[config.mk]
export PLATFORM = sky130hd
export DESIGN_NAME = time_set_ctrl
export DESIGN_NICKNAME = d
export VERILOG_FILES = /design/src/rtl/time_set_ctrl.sv
export SDC_FILE = /design/constraint.sdc
export NUM_CORES = 1
export LEC_CHECK = 0
export CAP_MARGIN = 5
export CELL_PAD_IN_SITES_DETAIL_PLACEMENT = 1
export CELL_PAD_IN_SITES_GLOBAL_PLACEMENT = 1
export CORE_ASPECT_RATIO = 1.25
export CORE_MARGIN = 8
export CORE_UTILIZATION = 36
export DETAILED_ROUTE_END_ITERATION = 10
export DONT_BUFFER_PORTS = 1
export PLACE_DENSITY = 0.67
export SKIP_LAST_GASP = 1
export SYNTH_ARGS = -nofsm -noshare
export SYNTH_HDL_FRONTEND = slang
export SYNTH_SLANG_ARGS = --single-unit
[constraint.sdc]
create_clock -name clk -period 3.3 [get_ports clk]
set_clock_uncertainty 0.2 [all_clocks]
set_input_delay 0.165 -clock clk [delete_from_list [all_inputs] [get_ports clk]]
set_output_delay 0.165 -clock clk [all_outputs]
set_load 0.01 [all_outputs]
[src/rtl/time_set_ctrl.sv]
// time_set_ctrl: UART command front-end for the clock's time counter chain.
//   "S" HH MM SS CR  -> validate, pulse set_en with the new time, reply 'K' (or 'E').
//   "R"              -> snapshot current time, send "HHMMSS\r\n".
// A set command that stalls between bytes for TIMEOUT_CYCLES is abandoned silently.
module time_set_ctrl #(
    parameter int TIMEOUT_CYCLES = 50000000,
    parameter int TO_W           = 26
) (
    input  logic       clk,
    input  logic       resett,
    input  logic [7:0] rx_data,
    input  logic       rx_valid,
    input  logic [4:0] cur_hour,
    input  logic [5:0] cur_min,
    input  logic [5:0] cur_sec,
    input  logic       tx_ready,
    output logic [7:0] tx_data,
    output logic       tx_valid,
    output logic       set_en,
    output logic [4:0] set_hour,
    output logic [5:0] set_min,
    output logic [5:0] set_sec,
    output logic       busy
);

    // FSM encoding
    localparam logic [2:0] IDLE    = 3'd0;
    localparam logic [2:0] GET_DIG = 3'd1;
    localparam logic [2:0] GET_CR  = 3'd2;
    localparam logic [2:0] CHECK   = 3'd3;
    localparam logic [2:0] APPLY   = 3'd4;
    localparam logic [2:0] TX_ACK  = 3'd5;
    localparam logic [2:0] TX_TIME = 3'd6;

    // Protocol characters
    localparam logic [7:0] CH_S  = 8'h53;
    localparam logic [7:0] CH_R  = 8'h52;
    localparam logic [7:0] CH_E  = 8'h45;
    localparam logic [7:0] CH_K  = 8'h4B;
    localparam logic [7:0] CH_CR = 8'h0D;
    localparam logic [7:0] CH_LF = 8'h0A;

    // Last counter value before a stalled set command is abandoned
    localparam logic [TO_W-1:0] TO_LAST = TO_W'(TIMEOUT_CYCLES - 1);

    logic [2:0]      state_r;
    logic [2:0]      dig_idx_r;   // digits received so far in GET_DIG
    logic [23:0]     dig_r;       // shift register of BCD digits, H1 ends up in [23:20]
    logic [TO_W-1:0] to_cnt_r;
    logic [4:0]      snap_hour_r;
    logic [5:0]      snap_min_r;
    logic [5:0]      snap_sec_r;
    logic [2:0]      tx_idx_r;    // which of the 8 time bytes is current

    logic [6:0]      hour_s;
    logic [6:0]      min_s;
    logic [6:0]      sec_s;
    logic            time_ok_s;
    logic [7:0]      tx_byte_s;

    // ASCII '0'..'9'
    function automatic logic is_digit(input logic [7:0] b);
        return (b >= 8'h30) && (b <= 8'h39);
    endfunction

    // Two BCD digits to binary (0..99)
    function automatic logic [6:0] two_digit(input logic [3:0] hi, input logic [3:0] lo);
        return ({3'b000, hi} * 7'd10) + {3'b000, lo};
    endfunction

    // Tens digit of a value 0..63 without a divider
    function automatic logic [3:0] tens_of(input logic [5:0] v);
        logic [3:0] t;
        if (v >= 6'd60) begin
            t = 4'd6;
        end else if (v >= 6'd50) begin
            t = 4'd5;
        end else if (v >= 6'd40) begin
            t = 4'd4;
        end else if (v >= 6'd30) begin
            t = 4'd3;
        end else if (v >= 6'd20) begin
            t = 4'd2;
        end else if (v >= 6'd10) begin
            t = 4'd1;
        end else begin
            t = 4'd0;
        end
        return t;
    endfunction

    // ASCII of the tens digit
    function automatic logic [7:0] ascii_tens(input logic [5:0] v);
        return {4'h3, tens_of(v)};
    endfunction

    // ASCII of the ones digit
    function automatic logic [7:0] ascii_ones(input logic [5:0] v);
        logic [5:0] o;
        o = v - ({2'b00, tens_of(v)} * 6'd10);
        return {4'h3, o[3:0]};
    endfunction

    assign busy = (state_r != IDLE);

    // Range check of the received digits and selection of the next time byte to send
    always_comb begin
        hour_s    = two_digit(dig_r[23:20], dig_r[19:16]);
        min_s     = two_digit(dig_r[15:12], dig_r[11:8]);
        sec_s     = two_digit(dig_r[7:4],   dig_r[3:0]);
        time_ok_s = (hour_s <= 7'd23) && (min_s <= 7'd59) && (sec_s <= 7'd59);
        tx_byte_s = 8'h00;
        case (tx_idx_r)
            3'd0:    tx_byte_s = ascii_tens({1'b0, snap_hour_r});
            3'd1:    tx_byte_s = ascii_ones({1'b0, snap_hour_r});
            3'd2:    tx_byte_s = ascii_tens(snap_min_r);
            3'd3:    tx_byte_s = ascii_ones(snap_min_r);
            3'd4:    tx_byte_s = ascii_tens(snap_sec_r);
            3'd5:    tx_byte_s = ascii_ones(snap_sec_r);
            3'd6:    tx_byte_s = CH_CR;
            3'd7:    tx_byte_s = CH_LF;
            default: tx_byte_s = 8'h00;
        endcase
    end

    // Command FSM, timeout counter, load outputs and TX byte presentation
    always_ff @(posedge clk) begin
        if (resett) begin
            state_r     <= IDLE;
            dig_idx_r   <= 3'd0;
            dig_r       <= 24'd0;
            to_cnt_r    <= '0;
            snap_hour_r <= 5'd0;
            snap_min_r  <= 6'd0;
            snap_sec_r  <= 6'd0;
            tx_idx_r    <= 3'd0;
            tx_data     <= 8'h00;
            tx_valid    <= 1'b0;
            set_en      <= 1'b0;
            set_hour    <= 5'd0;
            set_min     <= 6'd0;
            set_sec     <= 6'd0;
        end else begin
            // set_en is a single-cycle strobe; only CHECK raises it
            set_en <= 1'b0;
            case (state_r)
                IDLE: begin
                    if (rx_valid && (rx_data == CH_S)) begin
                        dig_idx_r <= 3'd0;
                        to_cnt_r  <= '0;
                        state_r   <= GET_DIG;
                    end else if (rx_valid && (rx_data == CH_R)) begin
                        // Snapshot this cycle's time so later ticks cannot tear the reply
                        snap_hour_r <= cur_hour;
                        snap_min_r  <= cur_min;
                        snap_sec_r  <= cur_sec;
                        tx_idx_r    <= 3'd0;
                        state_r     <= TX_TIME;
                    end else begin
                        state_r <= IDLE;
                    end
                end
                GET_DIG: begin
                    // A byte arriving on the expiry cycle still wins over the timeout
                    if (rx_valid) begin
                        to_cnt_r <= '0;
                        if (is_digit(rx_data)) begin
                            dig_r <= {dig_r[19:0], rx_data[3:0]};
                            if (dig_idx_r == 3'd5) begin
                                state_r <= GET_CR;
                            end else begin
                                dig_idx_r <= dig_idx_r + 3'd1;
                            end
                        end else begin
                            tx_data  <= CH_E;
                            tx_valid <= 1'b1;
                            state_r  <= TX_ACK;
                        end
                    end else if (to_cnt_r == TO_LAST) begin
                        to_cnt_r <= '0;
                        state_r  <= IDLE;
                    end else begin
                        to_cnt_r <= to_cnt_r + TO_W'(1);
                    end
                end
                GET_CR: begin
                    if (rx_valid) begin
                        to_cnt_r <= '0;
                        if (rx_data == CH_CR) begin
                            state_r <= CHECK;
                        end else begin
                            tx_data  <= CH_E;
                            tx_valid <= 1'b1;
                            state_r  <= TX_ACK;
                        end
                    end else if (to_cnt_r == TO_LAST) begin
                        to_cnt_r <= '0;
                        state_r  <= IDLE;
                    end else begin
                        to_cnt_r <= to_cnt_r + TO_W'(1);
                    end
                end
                CHECK: begin
                    // Load is registered on the way into APPLY so set_en is high during APPLY
                    if (time_ok_s) begin
                        set_hour <= hour_s[4:0];
                        set_min  <= min_s[5:0];
                        set_sec  <= sec_s[5:0];
                        set_en   <= 1'b1;
                        state_r  <= APPLY;
                    end else begin
                        tx_data  <= CH_E;
                        tx_valid <= 1'b1;
                        state_r  <= TX_ACK;
                    end
                end
                APPLY: begin
                    tx_data  <= CH_K;
                    tx_valid <= 1'b1;
                    state_r  <= TX_ACK;
                end
                TX_ACK: begin
                    if (tx_valid && tx_ready) begin
                        tx_valid <= 1'b0;
                        state_r  <= IDLE;
                    end else begin
                        tx_valid <= 1'b1;
                    end
                end
                TX_TIME: begin
                    // Present a byte, hold it until accepted, then leave one idle cycle
                    if (!tx_valid) begin
                        tx_data  <= tx_byte_s;
                        tx_valid <= 1'b1;
                    end else if (tx_ready) begin
                        tx_valid <= 1'b0;
                        if (tx_idx_r == 3'd7) begin
                            state_r <= IDLE;
                        end else begin
                            tx_idx_r <= tx_idx_r + 3'd1;
                        end
                    end else begin
                        tx_valid <= 1'b1;
                    end
                end
                default: begin
                    tx_valid <= 1'b0;
                    state_r  <= IDLE;
                end
            endcase
        end
    end

endmodule
Yosys cells after proc, flatten, opt, wreduce, memory -nomap -nowiden:

Index checks and enable logic that the tools add are counted.

* $add $sub $neg: 9
* $mul: 6
* divide/modulo/power cells: 0
* magnitude comparators: 23
* equality and inequality tests: 35
* shifts and indexed selects: 0
* mux-type cells: 68
* bitwise gates (word level): 3
* reductions and logical operators: 24

Operator list (number)
* 26-bit 2-to-1 mux: 3
* 3-bit 2-to-1 mux: 24
* 8-bit one-hot mux with 8 select lines: 1
* 4-bit 2-to-1 mux: 13
* 26-bit one-hot mux with 2 select lines: 1
* 8-bit 2-to-1 mux: 6
* 8-bit one-hot mux with 5 select lines: 1
* 6-bit greater-or-equal comparator (second input constant): 6
* 2-bit != test (second input constant): 16
* 26-bit by 1-bit adder with 26-bit output (second input constant): 1
* 26-bit == test (second input constant): 1
* 3-bit == test (second input constant): 8
* 6-bit by 5-bit greater-or-equal comparator with 1-bit output (second input constant): 4
* 7-bit by 4-bit adder with 7-bit output: 3
* 3-bit one-hot mux with 7 select lines: 1
* 5-bit by 6-bit greater-or-equal comparator with 1-bit output (second input constant): 3
* 4-bit by 3-bit multiplier with 6-bit output (second input constant): 3
* 8-bit by 7-bit == test with 1-bit output (second input constant): 2
* 7-bit by 6-bit <= comparator with 1-bit output (second input constant): 2
* 1-bit 2-to-1 mux: 13
* 3-bit by 2-bit == test with 1-bit output (second input constant): 4
* 6-bit by 4-bit greater-or-equal comparator with 1-bit output (second input constant): 2
* 4-bit by 3-bit multiplier with 3-bit output (second input constant): 3
* 3-bit one-hot mux with 2 select lines: 2
* 24 further kinds: 45

* flip-flop bits (word level): 103
* latch bits: 0
* memory bits (writable): 0
* ROM bits: 0
* logic and storage cells: 182
* memories: 0

Longest topological paths before layout:

Gate-level depths: netlist of run 1.

* word-level depth: 13
* mapped depth: 14
* gate-level depth less buffers: 13

Worst setup path after synthesis of run 1:

No wires, ideal clock.

* kind: reg-to-reg
* start point: register dig_r[5]
* end point: register tx_data[1]
* library setup time: 123 ps
* arrival: 2714 ps
* path slack: 263 ps
* stages on the path, launching flop included: 11
* buffers on the path: 0
* clock period less this slack: 3037 ps
* cell sequence: dfxtp_1 > ha_1 > ha_1 > inv_1 > fa_1 > xnor2_1 > o32a_1 > a211oi_1 > nand3b_4 > o211ai_4 > mux2_1

* cells in the longest elaborated chain, start to end: 6

Ends and longest elaborated chain
* from (decl): line 48 `logic [23:0] dig_r;`
* from (signal assigned): line 168 `dig_r <= {dig_r[19:0], rx_data[3:0]};`
* 4-bit by 3-bit multiplier with 6-bit output: line 68 `return ({3'b000, hi} * 7'd10) + {3'b000, lo};`
* 7-bit by 4-bit adder with 7-bit output: line 68
* 7-bit by 6-bit <= comparator with 1-bit output: line 111 `time_ok_s = (hour_s <= 7'd23) && (min_s <= 7'd59) && (sec_s <= 7'd59);`
* 1-bit logical AND: line 111
* 2-bit != test (no line)
* 7-bit AND reduction (no line)
* to (signal assigned): line 233 `tx_data <= tx_byte_s;`
* to (decl): line 17 `output logic [7:0] tx_data,`

Every way passes these cells.
A chain may end at the register's enable or synchronous reset.

Worst setup path after layout of run 1:

* start point: register dig_r[23]
* end point: register tx_data[1]

* cells in the longest elaborated chain, start to end: 7

Ends and longest elaborated chain (line)
* 4-bit by 3-bit multiplier with 6-bit output: 68
* 7-bit by 4-bit adder with 7-bit output: 68
* 7-bit by 5-bit <= comparator with 1-bit output: 111
* 1-bit logical AND (2 in a row): 111
* 2-bit != test (no line)
* 7-bit AND reduction (no line)

Every way passes these cells.

==> results.toml, run 1 <==
[route]
detail_route.wirelength.met1_microns = 6712
drc = 0
drt_first_pass_iters = 4
num_vias = 5220
drt_iter0_markers = 230
routed_wire_length_per_instance_microns = 17.55
met3WireLength_microns = 749
viasPerCell = 5.409
routed-wl-met2_microns = 9099
drt_wl_total_microns = 16940
antenna_violating_nets_left = 0
dr.max_layer_used = "met4"

[layout]
final_nets = 810
fillers = 1908
design_area_sq_mm = 0.006859
drive_above_1_share_pct = 8.011
most-common-layout-cells = "96 x dfxtp_1, 82 x nor2_1, 71 x nand2_1"
commonest_non_fill_non_tap_cell_in_the_layout = "dfxtp_1"
insertedDiodeCount = 0
area.growth.synth_to_final_pct = 15.17
fin_util_pct = 42.34
multi_input_area_sq_mm = 0.003638
sequential_cell_area_sq_mm = 0.002031

[synthesis]
synth-edff-count = 0
combined_area_of_all_synthesized_cells_sq_mm = 0.005956
synth_top_flop_cell = "dfxtp_1"
synth_seq_cells = 101
ys_warn_count = 0
post_synth.cell_area_avg_sq_um = 8.192
ys_types = 71
postSynthNetCount = 793
yosysSeqAreaShare_pct = 33.95
post_syn_instances = 727
synth-async-reset-ratio_pct = 0

[worst_setup_path]
rrSetupSlack_ps = 120
critical_path_arrival_ps = 3230
critical_path.slowest_cell = "fa_2"
worst-endpoint-required_ps = 3340
critical_path.startpoint_type = "register"
critical_path_peak_fanout = 5
path_cells = "ha_1 -> ha_1 -> inv_1 -> fa_2 -> xnor2_4 -> o21ai_1 -> a211o_1 -> a21oi_4 -> nand3b_4 -> o211ai_4 -> mux2_1"
cp_common_cell = "ha_1"
worstSetupEndpointType = "register"
cp_slowest_stage_delay_ps = 410
kind_of_critical_path = "register to register"

[sta]
setup_violations = 0
final.setup.tns_ps = 0
slew-limit-headroom_pct = 58.44
timing.fmax_mhz = 314.4
timing.final.crit_period_ps = 3181
report.final.slew_viol_count = 0
final.hold.worst_slack_ps = 43.62
finalHoldViolCount = 0
worst-slew-pin-transition_ps = 614.7
rsz0062_at_grt = "no"
timing.final.crit_share_pct = 96.40

[clock_network]
tritoncts_num_sinks = 101
ctsHtreeMaxLevel = 3
insertion_delay_ps = 350
clk_transition_reported_paths_ps = 70
tritoncts.num_buffers = 9
clock-root-buffer = "clkbuf_16"
cts_tree = "built"
clock_path_buffers = 2

[placed_design]
place_hpwl_microns = 12530
placement.cell_area_sq_mm = 0.006128
gp_routability_congestion = 0.8300
io_buffers = 0

[floorplan]
io_pins = 57
placementRows = 52
starting_utilization_of_the_core_area_pct = 36.76
die_outline_height_microns = 159.8
die_w_microns = 131.0
core_area_sq_mm = 0.01620
die_area_sq_mm = 0.02094

[global_route]
gr-total-overflow = 0
grt_first_pass_wirelength_microns = 27350
first_global_vias = 5451
pin_count_of_the_biggest_net_entering_global_routing = 68
grt_antenna_before_repair = 0
grt_usage_pct = 16.36

[pwr]
power.static_leakage_nw = 2.613
power.density_mw_per_mm2 = 377.5
max-vdd-ir-drop_v = 0.0002273

[job]
drv_cap = 0

[status]
run_status = "completed"

[min_path]
hold_path_class = "input pin to register"
==> kinds of logic (layout without fill, tap and decap cells) <==
| kind of cell | after synthesis | after routing | synth area share, % |
|---|---|---|---|
| AO/OA/AOI/OAI | 169 | 169 | 18.21 |
| XOR/XNOR | 46 | 46 | 6.765 |
| adder cells (fa/ha/maj) | 37 | 37 | 8.908 |
| buffers and inverters | 85 | 107 | 5.924 |
| flip-flops | 101 | 101 | 33.95 |
| multiplexers | 25 | 25 | 4.265 |
| other | 1 | 1 | 0.06296 |
| AND/OR/NAND/NOR | 263 | 263 | 21.91 |
==> power by group <==
group / total (mW) / internal, mW / switching (mW)
Clock: 1.09 / 0.596 / 0.496
Sequential: 1.27 / 1.24 / 0.0359
Combinational: 0.225 / 0.0951 / 0.130
==> path summary, 6_finish.rpt <==
path	from	to	cells past startpoint
worst min-delay path	rx_valid	state_r[1]$_SDFFE_PP0P_	3
worst min register to register	snap_min_r[0]$_SDFFE_PP0P_	snap_min_r[0]$_SDFFE_PP0P_	2
worst max register to register	dig_r[23]$_SDFFE_PP0P_	tx_data[1]$_SDFFE_PP0P_	11
worst max-delay path	dig_r[23]$_SDFFE_PP0P_	tx_data[1]$_SDFFE_PP0P_	11
==> Yosys cell counts (8+ instances only) <==
master / n / area [sq um]
a21oi_1: 58 / 290.3
dfxtp_1: 101 / 2022
o21ai_0: 41 / 205.2
nand2b_1: 10 / 62.56
fa_1: 9 / 180.2
xor2_1: 26 / 227.7
ha_1: 28 / 350.3
nor3_1: 8 / 40.04
inv_1: 42 / 157.7
nand3_1: 28 / 140.1
xnor2_1: 20 / 175.2
nand2_1: 71 / 266.5
a211oi_1: 11 / 82.58
mux2i_1: 22 / 220.2
and3_1: 10 / 62.56
clkbuf_1: 31 / 116.4
nor2_1: 82 / 307.8
nor2b_1: 11 / 68.82
==> area by class of cell <==
class                      instances  share of cell area, %
multi-input combinational        541                  53.05
sequential                       101                  29.61
timing repair buffer              49                  6.768
tap                              216                  3.940
clock buffer                      10                  3.338
inverter                          42                  2.298
clock inverter                     6                  1.003
==> registers in the layout, summed over array words and instances, names as in the netlist, 6 cells and up <==
name / count
set_min: 6
set_sec: 6
snap_min_r: 6
to_cnt_r: 26
tx_data: 6
snap_sec_r: 6
dig_r: 24
==> routing by layer <==
| metal | GRT usage, % | vias to the layer above |
|---|---|---|
| li1 | - | 2552 |
| met1 | 17.49 | 2559 |
| met2 | 30.06 | 83 |
| met3 | 3.299 | 26 |
| met4 | 6.593 | 0 |
| met5 | 0 | - |
==> critical path, delay by kind of cell (launching register included) <==
kind | cells | cell delay (ps)
muxes | 1 | 340
DFF | 1 | 380
adders and majority gates | 3 | 860
buffers and inverters | 1 | 60
and+or+nand+nor | 1 | 120
xor gates and xnor gates | 1 | 220
AOI/OAI and AO/OA | 4 | 880
==> stage by stage <==
step,setup slack (ps),std cells,total power [mW]
after global routing,4.658,965,2.705
after CTS,1.877,959,2.624
after floorplan,262.6,727,1.443
after detailed placement,-150.6,913,1.478
final,118.9,965,2.590
after global placement,100.8,913,1.473
==> timing repair <==
item | 4_1_cts | 5_1_grt
hold buffers | 30 | 0
setup endpoints to repair | 16 | 23
buffers inserted | 0 | 6
pin swaps | 0 | 6
endpoints found under the hold margin | 71 | 0
resized for setup | 2 | 17
No activity file was read; power rests on OpenSTA's default activity.
==> run 2: changes to the inputs <==
==> config.mk (replaced) <==
export PLATFORM = sky130hd
export DESIGN_NAME = time_set_ctrl
export DESIGN_NICKNAME = d
export VERILOG_FILES = /design/src/rtl/time_set_ctrl.sv
export SDC_FILE = /design/constraint.sdc
export NUM_CORES = 1
export LEC_CHECK = 0
export BUFFER_PORTS_ARGS = -buffer_cell sky130_fd_sc_hd__buf_4
export CAP_MARGIN = 5
export CORE_ASPECT_RATIO = 1.25
export CORE_MARGIN = 8
export CORE_UTILIZATION = 36
export DETAILED_ROUTE_END_ITERATION = 10
export PLACE_DENSITY = 0.57
export SKIP_LAST_GASP = 1
export SYNTH_ARGS = -nofsm -noshare
export SYNTH_HDL_FRONTEND = slang
export SYNTH_SLANG_ARGS = --single-unit
==> run 2 against run 1 <==
  * Clock power barely moved
  * Via count did not move
  * Maximum frequency fell by 0.23%
  * Flip-flop and latch count did not move
  * Hold slack got worse by 21 ps
  * First-iteration DRC count rose by 22%
  * Highest routed layer unchanged
  * Setup slack got worse by 7.3 ps
  * Largest power group unchanged
  * Die area did not move
  * Critical endpoint unchanged
==> results.toml, run 2 (synthesis gave the netlist of run 1 again) <==
[global_route]
grt_usage_pct = 14.16
grt_first_pass_wirelength_microns = 24230
first_global_vias = 5022
global_route_met2_utilization_pct = 23.43
pin_count_of_the_biggest_net_entering_global_routing = 68
global_route.peak_usage_layer = "met2"
grt_use_met1_pct = 17.37
gr-total-overflow = 0
grt_util_met3_pct = 3.132
grt_antenna_before_repair = 0

[layout]
area.growth.synth_to_final_pct = 19.39
fin_util_pct = 43.89
drive_above_1_share_pct = 13.40
most-common-layout-cells = "100 x dfxtp_1, 82 x nor2_1, 71 x nand2_1, 71 x buf_4, 58 x a21oi_1"
largest_register_ffs = 26
sequential_cell_area_sq_mm = 0.002023
commonest_non_fill_non_tap_cell_in_the_layout = "dfxtp_1"
insertedDiodeCount = 0
fillers = 1605
reg_with_most_ffs = "to_cnt_r"
final_nets = 852
reg_top3 = "to_cnt_r x26, dig_r x24"
multi_input_area_sq_mm = 0.003613

[worst_setup_path]
critical_path_peak_fanout = 5
critical_path.startpoint_type = "register"
worst-endpoint-required_ps = 3340
cp_slowest_stage_delay_ps = 380
critical_path_arrival_ps = 3220
worstSetupEndpointType = "register"
critical_path.slowest_cell = "fa_2"
path_cells = "ha_1 -> inv_1 -> fa_2 -> and2b_1 -> or3b_1 -> a211o_1 -> a21oi_4 -> buf_4 -> nand3b_4 -> o211ai_4 -> mux2_1"
kind_of_critical_path = "register to register"

[sta]
report.final.slew_viol_count = 0
timing.final.crit_period_ps = 3188
timing.final.crit_share_pct = 96.62
setup_violations = 0
worst-slew-pin-transition_ps = 721.0
slew-limit-headroom_pct = 51.25
finalHoldViolCount = 0
timing.fmax_mhz = 313.6
timing.final.ws_setup_ps = 111.6
final.setup.tns_ps = 0
final.hold.worst_slack_ps = 22.70
rsz0062_at_grt = "no"

[clock_network]
ctsHtreeMaxLevel = 3
insertion_delay_ps = 350
tritoncts_num_sinks = 101
clk_transition_reported_paths_ps = 70
clock_path_buffers = 2
clock-root-buffer = "clkbuf_16"
tritoncts.num_buffers = 9
cts_tree = "built"

[floorplan]
placementRows = 52
die_w_microns = 131.0
io_pins = 57
die_outline_height_microns = 159.8
die_area_sq_mm = 0.02094
starting_utilization_of_the_core_area_pct = 36.76
core_area_sq_mm = 0.01620

[placed_design]
place_hpwl_microns = 10890
place_worst_setup_slack_ps = -50.75
io_buffers = 55
gp_routability_congestion = 0.8443

[pwr]
power.density_mw_per_mm2 = 374.0
power_after_layout_mw = 2.659
max-vdd-ir-drop_v = 0.0002123
power.static_leakage_nw = 2.816

[route]
viasPerCell = 5.184
num_vias = 5220
drt_first_pass_iters = 4
drc = 0
routed_wire_length_per_instance_microns = 14.63
drt_wl_total_microns = 14740
drt_iter0_markers = 281
antenna_violating_nets_left = 0

[status]
run_status = "completed"

[job]
drv_cap = 0

[min_path]
hold_path_class = "input pin to register"
[run 2: area by class of cell]
class,instances,share of cell area (%)
inverters,42,2.217
multi-input cells,541,50.82
repair buffers,91,10.31
flip-flops and latches,101,28.45
well taps,216,3.801
clock buffers,13,3.801
clock inverters,3,0.5983
[run 2: final timing paths]
kind	cells after the start	from	end	slack, ps
worst max register to register	11	dig_r[20]$_SDFFE_PP0P_	tx_data[1]$_SDFFE_PP0P_	110
worst min-delay path	3	rx_valid	to_cnt_r[6]$_SDFFE_PP0P_	20
worst max-delay path	11	dig_r[20]$_SDFFE_PP0P_	tx_data[1]$_SDFFE_PP0P_	110
worst min register to register	2	tx_data[2]$_SDFFE_PP0P_	tx_data[2]$_SDFFE_PP0P_	260
[run 2: worst max-delay path, delay by kind of cell, from the launching register on]
family / cells / cell delay [ps]
buffers and inverters: 2 / 200
adders and majority gates: 2 / 570
muxes: 1 / 340
DFF: 1 / 370
and+or+nand+nor: 3 / 700
AOI/OAI and AO/OA: 3 / 690
[run 2: metrics by stage]
stage	area [sq um]	std cells
6_report	7111	1007
3_5_place_dp	6549	969
3_3_place_gp	6549	969
4_1_cts	7063	1005
2_1_floorplan	5956	727
5_1_grt	7111	1007
[run 2: power breakdown]
| group | total [mW] | leakage [nW] | switching, mW | internal (mW) |
|---|---|---|---|---|
| clock network | 1.12 | 0.152 | 0.468 | 0.650 |
| registers | 1.25 | 0.814 | 0.0155 | 1.24 |
| logic | 0.288 | 1.85 | 0.157 | 0.130 |
[run 2: per-layer routing]
layer	part of all wire (%)	wire, microns
met5	0	0
met3	5.1	749
met2	49	7215
met1	44	6555
met4	1.5	216
[run 2: timing repair]
item / CTS / global route
endpoints found under the hold margin: 20 / 0
gates cloned: 0 / 0
gates resized for setup: 1 / 8
setup buffers: 0 / 2
setup endpoints to repair: 5 / 15
hold buffers: 20 / 0
pin swaps: 0 / 2
==> run 3: changes to the inputs <==
--- a/config.mk
+++ b/config.mk
@@ -11,7 +11,7 @@
 export CORE_MARGIN = 8
 export CORE_UTILIZATION = 36
 export DETAILED_ROUTE_END_ITERATION = 10
-export PLACE_DENSITY = 0.57
+export PLACE_DENSITY = 0.64
 export SKIP_LAST_GASP = 1
 export SYNTH_ARGS = -nofsm -noshare
 export SYNTH_HDL_FRONTEND = slang
==> run 3 against run 2 <==
  * First-iteration DRC count grew 5.3%
  * Core utilization decreased by 0.19 points
  * Combinational power down 5%
  * Maximum frequency grew 1.6%
  * Global-route usage decreased by 0.17 points
  * Largest power group unchanged
  * Highest routed layer unchanged
  * Hold slack improved by 6.4 ps
  * Die area is the same
==> results.toml, run 3 (synthesis gave the netlist of run 1 again) <==
[clock_network]
cts_setup_buffers = 0
tritoncts.num_buffers = 9
clk_transition_reported_paths_ps = 70
insertion_delay_ps = 360
clock-root-buffer = "clkbuf_16"
ctsHtreeMaxLevel = 3
clock_path_buffers = 2
cts_tree = "built"
tritoncts_num_sinks = 101

[route]
drt_iter0_markers = 296
num_vias = 5142
drt_wl_total_microns = 14230
routed_wire_length_per_instance_microns = 14.12
viasPerCell = 5.101
drc = 0
drt_first_pass_iters = 4
antenna_violating_nets_left = 0

[worst_setup_path]
critical_path.startpoint_type = "register"
path_cells = "ha_1 -> ha_1 -> inv_1 -> fa_1 -> xnor2_2 -> a2111oi_1 -> a221oi_1 -> a31oi_1 -> buf_4 -> nand3b_4 -> o211ai_4 -> mux2_1"
critical_path.slowest_cell = "fa_1"
kind_of_critical_path = "register to register"
critical_path_peak_fanout = 4
worstSetupEndpointType = "register"
cp_slowest_stage_delay_ps = 420
cp_common_cell = "ha_1"
rrSetupSlack_ps = 160
worst-endpoint-required_ps = 3340
critical_path_arrival_ps = 3180

[layout]
commonest_non_fill_non_tap_cell_in_the_layout = "dfxtp_1"
largest_register_ffs = 26
insertedDiodeCount = 0
fin_util_pct = 43.70
final_nets = 853
drive_above_1_share_pct = 13.01
reg_top3 = "to_cnt_r x26, dig_r x24"
most-common-layout-cells = "100 x dfxtp_1, 82 x nor2_1, 71 x nand2_1, 71 x buf_4, 58 x a21oi_1"
count_of_placed_standard_cells_in_the_final_layout_fillers_left_out = 1008
area.growth.synth_to_final_pct = 18.87
reg_with_most_ffs = "to_cnt_r"

[pwr]
internal_power_mw = 1.919
sw_frac_of_total_pct = 25.43
max-vdd-ir-drop_v = 0.0002333
p_comb_share_pct = 10.6
power.static_leakage_nw = 2.804
seqPwrFrac_pct = 49.0
power_frac_clock_pct = 40.3
power_after_layout_mw = 2.573
power.density_mw_per_mm2 = 363.5
switching_power_mw = 0.6543

[sta]
report.final.slew_viol_count = 0
slew-limit-headroom_pct = 47.14
timing.final.ws_setup_ps = 160.3
worst-slew-pin-transition_ps = 793.0
final.setup.tns_ps = 0
timing.final.crit_period_ps = 3140
finalHoldViolCount = 0
timing.final.crit_share_pct = 95.14
timing.fmax_mhz = 318.5
rsz0062_at_grt = "no"
setup_violations = 0

[floorplan]
die_outline_height_microns = 159.8
starting_utilization_of_the_core_area_pct = 36.76
io_pins = 57
die_area_sq_mm = 0.02094
die_w_microns = 131.0
placementRows = 52
core_area_sq_mm = 0.01620

[placed_design]
place_worst_setup_slack_ps = -48.53
place_hpwl_microns = 10360
place_inst = 971
io_buffers = 55
gp_routability_congestion = 0.8317

[global_route]
pin_count_of_the_biggest_net_entering_global_routing = 68
grt_first_pass_wirelength_microns = 23630
first_global_vias = 4858
gr-total-overflow = 0
grt_antenna_before_repair = 0
grt_usage_pct = 13.99

[min_path]
hold_path_class = "input pin to register"

[job]
drv_cap = 0

[status]
run_status = "completed"
run 3: power groups by stage:
stage | clock network (mW) | logic (mW) | registers [mW]
CTS | 1.07 | 0.277 | 1.26
finish | 1.04 | 0.274 | 1.26
floorplan | 0 | 0.156 | 1.29
global route | 1.12 | 0.302 | 1.26
global placement | 0 | 0.255 | 1.29
detailed placement | 0 | 0.256 | 1.29
run 3: through the flow:
stage,hold slack (ps),instance area (sq um)
after floorplan,101.0,5956
after global routing,77.85,7079
after CTS,9.216,7062
after detailed placement,223.5,6564
final,29.12,7079
after global placement,215.6,6564
run 3: final cells by class:
class	instances	area (sq um)
sequential	101	2023
tap	216	270.3
inverter	42	157.7
clock buffer	11	252.7
timing repair buffer	92	743.2
multi-input combinational	541	3598
clock inverter	5	33.78
fill	1618	9121
run 3: metal layers:
metal | GRT usage, % | wire, microns | up-vias
li1 | - | - | 2642
met4 | 6.750 | 345 | 0
met3 | 2.499 | 573 | 19
met5 | 0 | 0 | -
met2 | 22.92 | 6920 | 89
met1 | 17.12 | 6389 | 2392
run 3: what timing repair did:
item	in CTS	in global routing
gates resized for setup	1	5
endpoints found under the setup margin	5	24
pin swaps	0	1
hold buffers	21	0
hold endpoints to repair	21	0
run 3: worst paths after layout:
kind                            from                       to  cells past startpoint
min                         tx_ready    tx_valid$_SDFFE_PP0P_                      4
min reg2reg  tx_data[2]$_SDFFE_PP0P_  tx_data[2]$_SDFFE_PP0P_                      2
max reg2reg   dig_r[23]$_SDFFE_PP0P_  tx_data[1]$_SDFFE_PP0P_                     12
max           dig_r[23]$_SDFFE_PP0P_  tx_data[1]$_SDFFE_PP0P_                     12
run 3: critical path, delay by kind of cell, from the launching register on:
family                     cells  cell delay [ps]
xor gates and xnor gates       1              160
muxes                          1              330
AOI/OAI and AO/OA              4              790
DFF                            1              360
buffers and inverters          2              220
and+or+nand+nor                1              100
adders and majority gates      3              860
